==> src/rtl/tcam_search_pipe.sv <==
// Ternary CAM: DEPTH value/care-mask entries searched in parallel, lowest matching index wins.
// Latency: key sampled at edge N, match lines registered at N, result registered at N+1.
// Backpressure: none; one search accepted every cycle, results stream out in order.
module tcam_search_pipe #(
   parameter int WIDTH = 8,
   parameter int DEPTH = 16,
   parameter int IDX_W = 4
) (
   input  logic             clk,
   input  logic             rst_n,
   input  logic             clr,
   input  logic             wr_en,
   input  logic [IDX_W-1:0] wr_addr,
   input  logic [WIDTH-1:0] wr_data,
   input  logic [WIDTH-1:0] wr_mask,
   input  logic             wr_valid,
   input  logic             srch_en,
   input  logic [WIDTH-1:0] srch_key,
   output logic             rslt_valid,
   output logic             rslt_hit,
   output logic [IDX_W-1:0] rslt_idx,
   output logic             rslt_multi
);

   // Entry storage. Value and mask carry no reset; only the valid bits do.
   logic [WIDTH-1:0] ent_val [DEPTH];
   logic [WIDTH-1:0] ent_msk [DEPTH];
   logic [DEPTH-1:0] ent_vld;

   // Per-entry write decode; an address that matches no entry slot is simply dropped.
   logic [DEPTH-1:0] wr_sel;

   // Combinational match lines against current (pre-write) contents.
   logic [DEPTH-1:0] match_lines;

   // Stage-1 registers: frozen match lines plus stage valid.
   logic             s1_vld;
   logic [DEPTH-1:0] s1_lines;

   // Priority encode results computed from stage-1 lines.
   logic             enc_hit;
   logic [IDX_W-1:0] enc_idx;
   logic             enc_multi;

   // Decode the write address into a one-hot select, bounded to real entries.
   always_comb begin
      wr_sel = '0;
      for (int e = 0; e < DEPTH; e++) begin
         if (wr_en && (wr_addr == IDX_W'(e))) begin
            wr_sel[e] = 1'b1;
         end
      end
   end

   // Load value and mask of the addressed entry.
   always_ff @(posedge clk) begin
      for (int e = 0; e < DEPTH; e++) begin
         if (wr_sel[e]) begin
            ent_val[e] <= wr_data;
            ent_msk[e] <= wr_mask;
         end
      end
   end

   // Valid bits: clear wipes everything, then a same-edge write installs its own valid.
   always_ff @(posedge clk or negedge rst_n) begin
      if (!rst_n) begin
         ent_vld <= '0;
      end else begin
         for (int e = 0; e < DEPTH; e++) begin
            if (wr_sel[e]) begin
               ent_vld[e] <= wr_valid;
            end else if (clr) begin
               ent_vld[e] <= 1'b0;
            end
         end
      end
   end

   // Ternary compare: a bit matches when its care bit is 0 or value equals key.
   always_comb begin
      match_lines = '0;
      for (int e = 0; e < DEPTH; e++) begin
         match_lines[e] = ent_vld[e] && (((ent_val[e] ^ srch_key) & ent_msk[e]) == '0);
      end
   end

   // Stage 1: capture match lines so later writes/clears cannot disturb this search.
   always_ff @(posedge clk or negedge rst_n) begin
      if (!rst_n) begin
         s1_vld   <= 1'b0;
         s1_lines <= '0;
      end else begin
         s1_vld <= srch_en;
         if (srch_en) begin
            s1_lines <= match_lines;
         end
      end
   end

   // Lowest-index priority encode with a second-match detector for the multi flag.
   always_comb begin
      enc_hit   = 1'b0;
      enc_idx   = '0;
      enc_multi = 1'b0;
      for (int e = 0; e < DEPTH; e++) begin
         if (s1_lines[e]) begin
            if (enc_hit) begin
               enc_multi = 1'b1;
            end else begin
               enc_idx = IDX_W'(e);
            end
            enc_hit = 1'b1;
         end
      end
   end

   // Stage 2: registered result; payload held at zero whenever the strobe is low.
   always_ff @(posedge clk or negedge rst_n) begin
      if (!rst_n) begin
         rslt_valid <= 1'b0;
         rslt_hit   <= 1'b0;
         rslt_idx   <= '0;
         rslt_multi <= 1'b0;
      end else begin
         rslt_valid <= s1_vld;
         rslt_hit   <= s1_vld & enc_hit;
         rslt_idx   <= s1_vld ? enc_idx : '0;
         rslt_multi <= s1_vld & enc_multi;
      end
   end

endmodule

==> config.mk <==
export PLATFORM = sky130hd
export DESIGN_NAME = tcam_search_pipe
export DESIGN_NICKNAME = d
export VERILOG_FILES = /design/src/rtl/tcam_search_pipe.sv
export SDC_FILE = /design/constraint.sdc
export NUM_CORES = 1
export LEC_CHECK = 0
export CORE_MARGIN = 2
export CORE_UTILIZATION = 26
export DETAILED_ROUTE_END_ITERATION = 10
export PLACE_DENSITY_LB_ADDON = 0.12
export SYNTH_ARGS = -nofsm -noshare
export SYNTH_HDL_FRONTEND = slang
export SYNTH_SLANG_ARGS = --single-unit
==> constraint.sdc <==
create_clock -name clk -period 2.1 [get_ports clk]
set_input_delay 0.21 -clock clk [delete_from_list [all_inputs] [get_ports clk]]
set_output_delay 0.21 -clock clk [all_outputs]
set_load 0.01 [all_outputs]
Word level (Yosys, flattened, before mapping)

Memory sizes are Yosys's and may differ from the RTL's.
Cells that the tools add are included.

Equality and inequality tests: 15
Mux-type cells: 232
Bitwise gates (word level): 34
Reduce and logical (&&, ||, !) cells: 95

Operators by type and width:

| cell                                                                   | count |
|---|---|
| 8-bit 2-to-1 mux                                                       | 30 |
| 8-bit OR reduction                                                     | 30 |
| 4-bit 2-to-1 mux                                                       | 59 |
| 1-bit 2-to-1 mux                                                       | 143 |
| 8-bit bitwise AND                                                      | 16 |
| 8-bit logical NOT                                                      | 16 |
| 8-bit XOR                                                              | 16 |
| 4-bit equality test (second input constant)                            | 8 |
| 1-bit logical AND                                                      | 32 |
| 2-bit nonzero test                                                     | 16 |
| 4-bit by 3-bit equality test with 1-bit output (second input constant) | 4 |
| 4-bit by 2-bit equality test with 1-bit output (second input constant) | 2 |
| 4-bit by 1-bit equality test with 1-bit output (second input constant) | 1 |
| 4-bit logical NOT                                                      | 1 |
| 1-bit bitwise AND                                                      | 2 |

Flip-flop bits (word level): 40
Memory bits (writable): 256
Input port bits: 34
Output and inout bits: 7
Memories: 2

Memories:

| name    | words | bits a word | read ports | clocked after memory_dff | wr ports | RTL line | text |
|---|---|---|---|---|---|---|---|
| ent_msk | 16    | 8           | 16         | 0                        | 1        | 27       | `logic [WIDTH-1:0] ent_msk [DEPTH];` |
| ent_val | 16    | 8           | 16         | 0                        | 1        | 26       | `logic [WIDTH-1:0] ent_val [DEPTH];` |

Depth between registers and ports, before layout

Gate-level depths: netlist of run 1.

Depth in word-level cells: 32
Gate-level depth with buffers: 6

Worst setup path after synthesis of run 1

Ideal clock, no wire load.

Path type: in2reg
From: in wr_addr[0]
To: reg ent_vld[0]
Arrival time: 2.162 ns
Setup slack: -0.256 ns
Cell stages on the path: 3
Path buffers: 0
Path through: or3b_2 nor3_1 o21ai_0

Longest elaborated chain between the ends: 4

RTL lines:

| item                                                   | RTL line | text |
|---|---|---|
| start, declared                                        | 13       | `input logic [IDX_W-1:0] wr_addr,` |
| 4-bit logical NOT (*)                                  | 49       | `if (wr_en && (wr_addr == IDX_W'(e))) begin` |
| 1-bit logical AND (*)                                  | 49       |  |
| 1-bit 2-to-1 mux (*)                                   | 49       |  |
| via wr_sel[0]                                          | 31       | `logic [DEPTH-1:0] wr_sel;` |
| 1-bit 2-to-1 mux or 2-bit nonzero test (tied branches) | --       |  |
| end signal, assigned by index                          | 72       | `ent_vld[e] <= wr_valid;` |
| end, declared                                          | 28       | `logic [DEPTH-1:0] ent_vld;` |

The timed path passes the listed nets; every way through them passes the cells marked *.
A chain may end at the register's enable or synchronous reset.

Final worst setup path of run 1

From: reg s1_lines[2]
To: reg rslt_multi

Longest elaborated chain between the ends: 28

RTL lines:

| item                   | RTL line | text |
|---|---|---|
| start, declared        | 38       | `logic [DEPTH-1:0] s1_lines;` |
| start signal, assigned | 96       | `s1_lines <= match_lines;` |
| 1-bit 2-to-1 mux       | 107      | `if (s1_lines[e]) begin` |
| 1-bit 2-to-1 mux       | 108      | `if (enc_hit) begin` |
| 1-bit 2-to-1 mux       | 107      |  |
| 1-bit 2-to-1 mux       | 108      |  |
| 1-bit 2-to-1 mux       | 107      |  |
| 1-bit 2-to-1 mux       | 108      |  |
| 1-bit 2-to-1 mux       | 107      |  |
| 1-bit 2-to-1 mux       | 108      |  |
| [... 12 more ...]      | --       |  |
| 1-bit 2-to-1 mux       | 107      |  |
| 1-bit 2-to-1 mux       | 108      |  |
| 1-bit 2-to-1 mux       | 107      |  |
| 1-bit 2-to-1 mux       | 108      |  |
| 1-bit 2-to-1 mux       | 107      |  |
| 1-bit 2-to-1 mux       | 108      |  |
| 1-bit 2-to-1 mux (*)   | 107      |  |
| 1-bit bitwise AND (*)  | 129      | `rslt_multi <= s1_vld & enc_multi;` |
| end signal, assigned   | 129      |  |
| end, declared          | 22       | `output logic rslt_multi` |

Every way passes the cells marked *; elsewhere a longest branch is shown, timed or not.

==> metrics.txt, run 1 <==
final net count 853; number of buffers created by CTS 36; drt pass-1 iters 5; Synth Warn # 0; Mean Syn Cell Area 16.3 um2; detail-routed via count per cell 4.41; worst-skew pair later-pin latency 0.51 ns; maximum VDD drop 427 uV; number of failing setup endpoints in the final timing report 0; headroom to the max-slew limit 64.6%; pin count of the biggest net entering global routing 34; utilization of the core after routing 33.4%; first-pass GRT wire length 44000 um; H-tree depth 2; number of DRC violations after detailed routing 0; ordered list of cells on the worst path nor4_4 -> nand2_2 -> a2111oi_0 -> a21o_1 -> a41oi_1; dominant cell type by area after synthesis edfxtp_1; Antenna Cells 0; Die Y-Extent 213 um; Critical Path RT 2.46 ns; deepest clock path buffer count 3; endpoint type of the worst setup path flop; Final Hold Violating Endpoints 0; routed len/inst 20.8 um; TritonCTS clock tree done; setup TNS after final layout 0 ns; Worst Tran Pin Value 0.531 ns; Crit Path Max Fanout 8; post-synthesis async set-or-reset flop share 13.5%; area of the core 43200 um2; CP arrival 2.28 ns; cell at the root of the clock tree clkbuf_16; clock-pin slew reported for the worst setup and hold paths after clock tree synthesis 0.06 ns; Max Clock Skew 0.00856 ns; Buffers on Ports 40; number of flops mapped to enable cells by yosys 256; GRT Resource Usage Total 13.5%; number of slew-limit violations in the final report 0; slowest stage delay, CP 0.49 ns; FP Rows 76; number of antenna violations at the first check in global routing 1; total power density per cell area 921 nW/um2; leakage power 0.00497 uW; post-synthesis cell area 11400 um2; buffer and inverter count on the worst path 0; count of state elements after synthesis 296; full die area 45500 um2; main area contributors after synthesis edfxtp_1, xor2_1, dfrtp_1, a22oi_1, o21ai_0; area growth from synthesis to final layout 26.6%; most common flop cell mapped by yosys edfxtp_1; Routed Antenna Nets 0; start-to-end type of the worst setup path flop to flop; weighted congestion reported at the end of routability-driven placement 0.838; placed wire-length estimate after detailed placement 18400 um; min-delay worst type input pin to async pin; number of logic stages on the critical path including buffering 5; via count of the first global-routing pass 6769; register area share after synthesis 76.3%; post-route total power 13300 uW; Synth Instances 697; via count of the routed design 6300; Initial Utilization 26.4%; startpoint type of the worst setup path flop; layout cell share with drive strength beyond 1 15.4%; Max Freq 521 MHz; # clock sinks 296; Period Utilization, post-route 91.5%; outcome finished, final reports clean; Min Clock Period, post-route 1.92 ns; number of max-capacitance violations reported 0; launching point of the worst reg2reg path s1_lines[2]; iteration-0 DRC count of the detailed router 322; crit path from s1_lines[2]; syn_nets 731; Critical Path Slowest Stage Cell dfrtp_1; number of distinct library cells after synthesis 34; wire length after detailed routing 29800 um; RSZ-0062 raised after global routing no; kind of cell adding the most delay to the critical path simple AND/OR/NAND/NOR gates; Synth top area share 67.5%; Die Width 213 um; Filler Cells Inserted 4233; Overflow after GRT 0; top-level I/O count 41; Reg2Reg Depth 5
==> final cells by class <==
class                      instances  area (um2)  share of cell area [%]
sequential                       296        8690                    60.3
multi-input combinational        362        2580                    17.9
timing repair buffer             106        1210                    8.36
clock buffer                      45         966                    6.70
tap                              585         732                    5.08
clock inverter                    19         184                    1.28
inverter                          17        63.8                   0.443
==> power breakdown <==
group | leakage [uW] | internal (uW) | switching [uW]
Clock | 0.000559 | 3730 | 2280
Combinational | 0.00154 | 280 | 430
Sequential | 0.00286 | 6510 | 38.5
Total | 0.00497 | 10500 | 2750
==> logic make-up after synthesis <==
logic type	Yosys count	share of synthesized area (%)
xor gates and xnor gates	128	9.84
adders and majority gates	1	0.0879
buffers and inverters	39	1.46
DFF	296	76.3
AOI/OAI and AO/OA	122	7.22
and+or+nand+nor	111	5.11
==> sequential cells by signal, summed over array words and instances, names as in the netlist <==
name	count
s1_lines	16
rslt_multi	1
rslt_hit	1
ent_val	128
rslt_valid	1
ent_vld	16
ent_msk	128
s1_vld	1
rslt_idx	4
==> layout by cell type (no fill, tap or decap), types with 7 or more instances in the layout <==
cell / synthesis / layout
edfxtp_1: 256 / 256
clkbuf_16: 0 / 37
inv_1: 17 / 17
buf_12: 0 / 25
clkbuf_1: 6 / 7
buf_4: 0 / 40
nand4_1: 18 / 18
xor2_1: 128 / 128
nor2_1: 17 / 7
clkdlybuf4s50_1: 0 / 39
nand2b_1: 19 / 19
o21ai_0: 37 / 37
dfrtp_1: 40 / 40
nand2_1: 37 / 37
a22oi_1: 32 / 32
a222oi_1: 16 / 16
a21oi_1: 22 / 22
nor2_2: 0 / 10
clkinv_1: 0 / 12
==> worst paths after layout <==
path	endpoint	slack [ns]
min in group clk	s1_vld	0.42
max in group asynchronous	ent_vld[13]	1.25
worst min register to register	rslt_valid	0.47
worst max-delay path	rslt_multi	0.18
worst min-delay path	rslt_valid	0.22
worst max register to register	rslt_multi	0.18
==> Yosys cell counts (all sizes together) (5+ instances only) <==
cell type  number
edfxtp        256
xor2          128
dfrtp          40
nand2          38
o21ai          37
a22oi          32
a21oi          22
nand2b         19
nand4          18
inv            17
nor2           17
a222oi         16
buf            16
nor3            7
clkbuf          6
nor4            5
==> timing repair <==
item	4_1_cts	5_1_grt
setup buffers	0	0
hold buffers	1	0
endpoints found under the hold margin	18	0
gates resized for setup	0	0
==> metal layers <==
layer | share of wire [%] | vias to the layer above | track usage, %
li1 | - | 2883 | -
met1 | 47 | 3233 | 18.4
met2 | 47 | 149 | 22.2
met3 | 4.3 | 35 | 2.21
met4 | 2.2 | 0 | 3.95
met5 | 0 | - | 0
==> stage by stage <==
stage / hold slack, ns / worst slack [ns] / area, um2 / instances
after global routing: 0.258 / 0.0482 / 14400 / 1430
after CTS: 0.231 / 0.189 / 14400 / 1430
after global placement: 0.220 / 0.0902 / 13300 / 1365
after floorplan: -0.0856 / 0.0464 / 11400 / 697
final: 0.224 / 0.179 / 14400 / 1430
after detailed placement: 0.216 / 0.0735 / 13300 / 1365
(Power assumes the default switching activity.)
==> inputs of run 2 (changes only) <==
--- a/config.mk
+++ b/config.mk
@@ -8,7 +8,9 @@
 export CORE_MARGIN = 2
 export CORE_UTILIZATION = 26
 export DETAILED_ROUTE_END_ITERATION = 10
+export GPL_TIMING_DRIVEN = 1
 export PLACE_DENSITY_LB_ADDON = 0.12
+export SKIP_LAST_GASP = 1
 export SYNTH_ARGS = -nofsm -noshare
 export SYNTH_HDL_FRONTEND = slang
 export SYNTH_SLANG_ARGS = --single-unit
==> results of run 2 <==
The final DEF is identical to that of run 1; final timing and power are the same.
==> inputs of run 3 (changes only) <==
--- a/config.mk
+++ b/config.mk
@@ -5,6 +5,7 @@
 export SDC_FILE = /design/constraint.sdc
 export NUM_CORES = 1
 export LEC_CHECK = 0
+export ABC_AREA = 0
 export CORE_MARGIN = 2
 export CORE_UTILIZATION = 26
 export DETAILED_ROUTE_END_ITERATION = 10
==> results of run 3 <==
The final DEF is identical to that of run 1; final timing and power are the same.
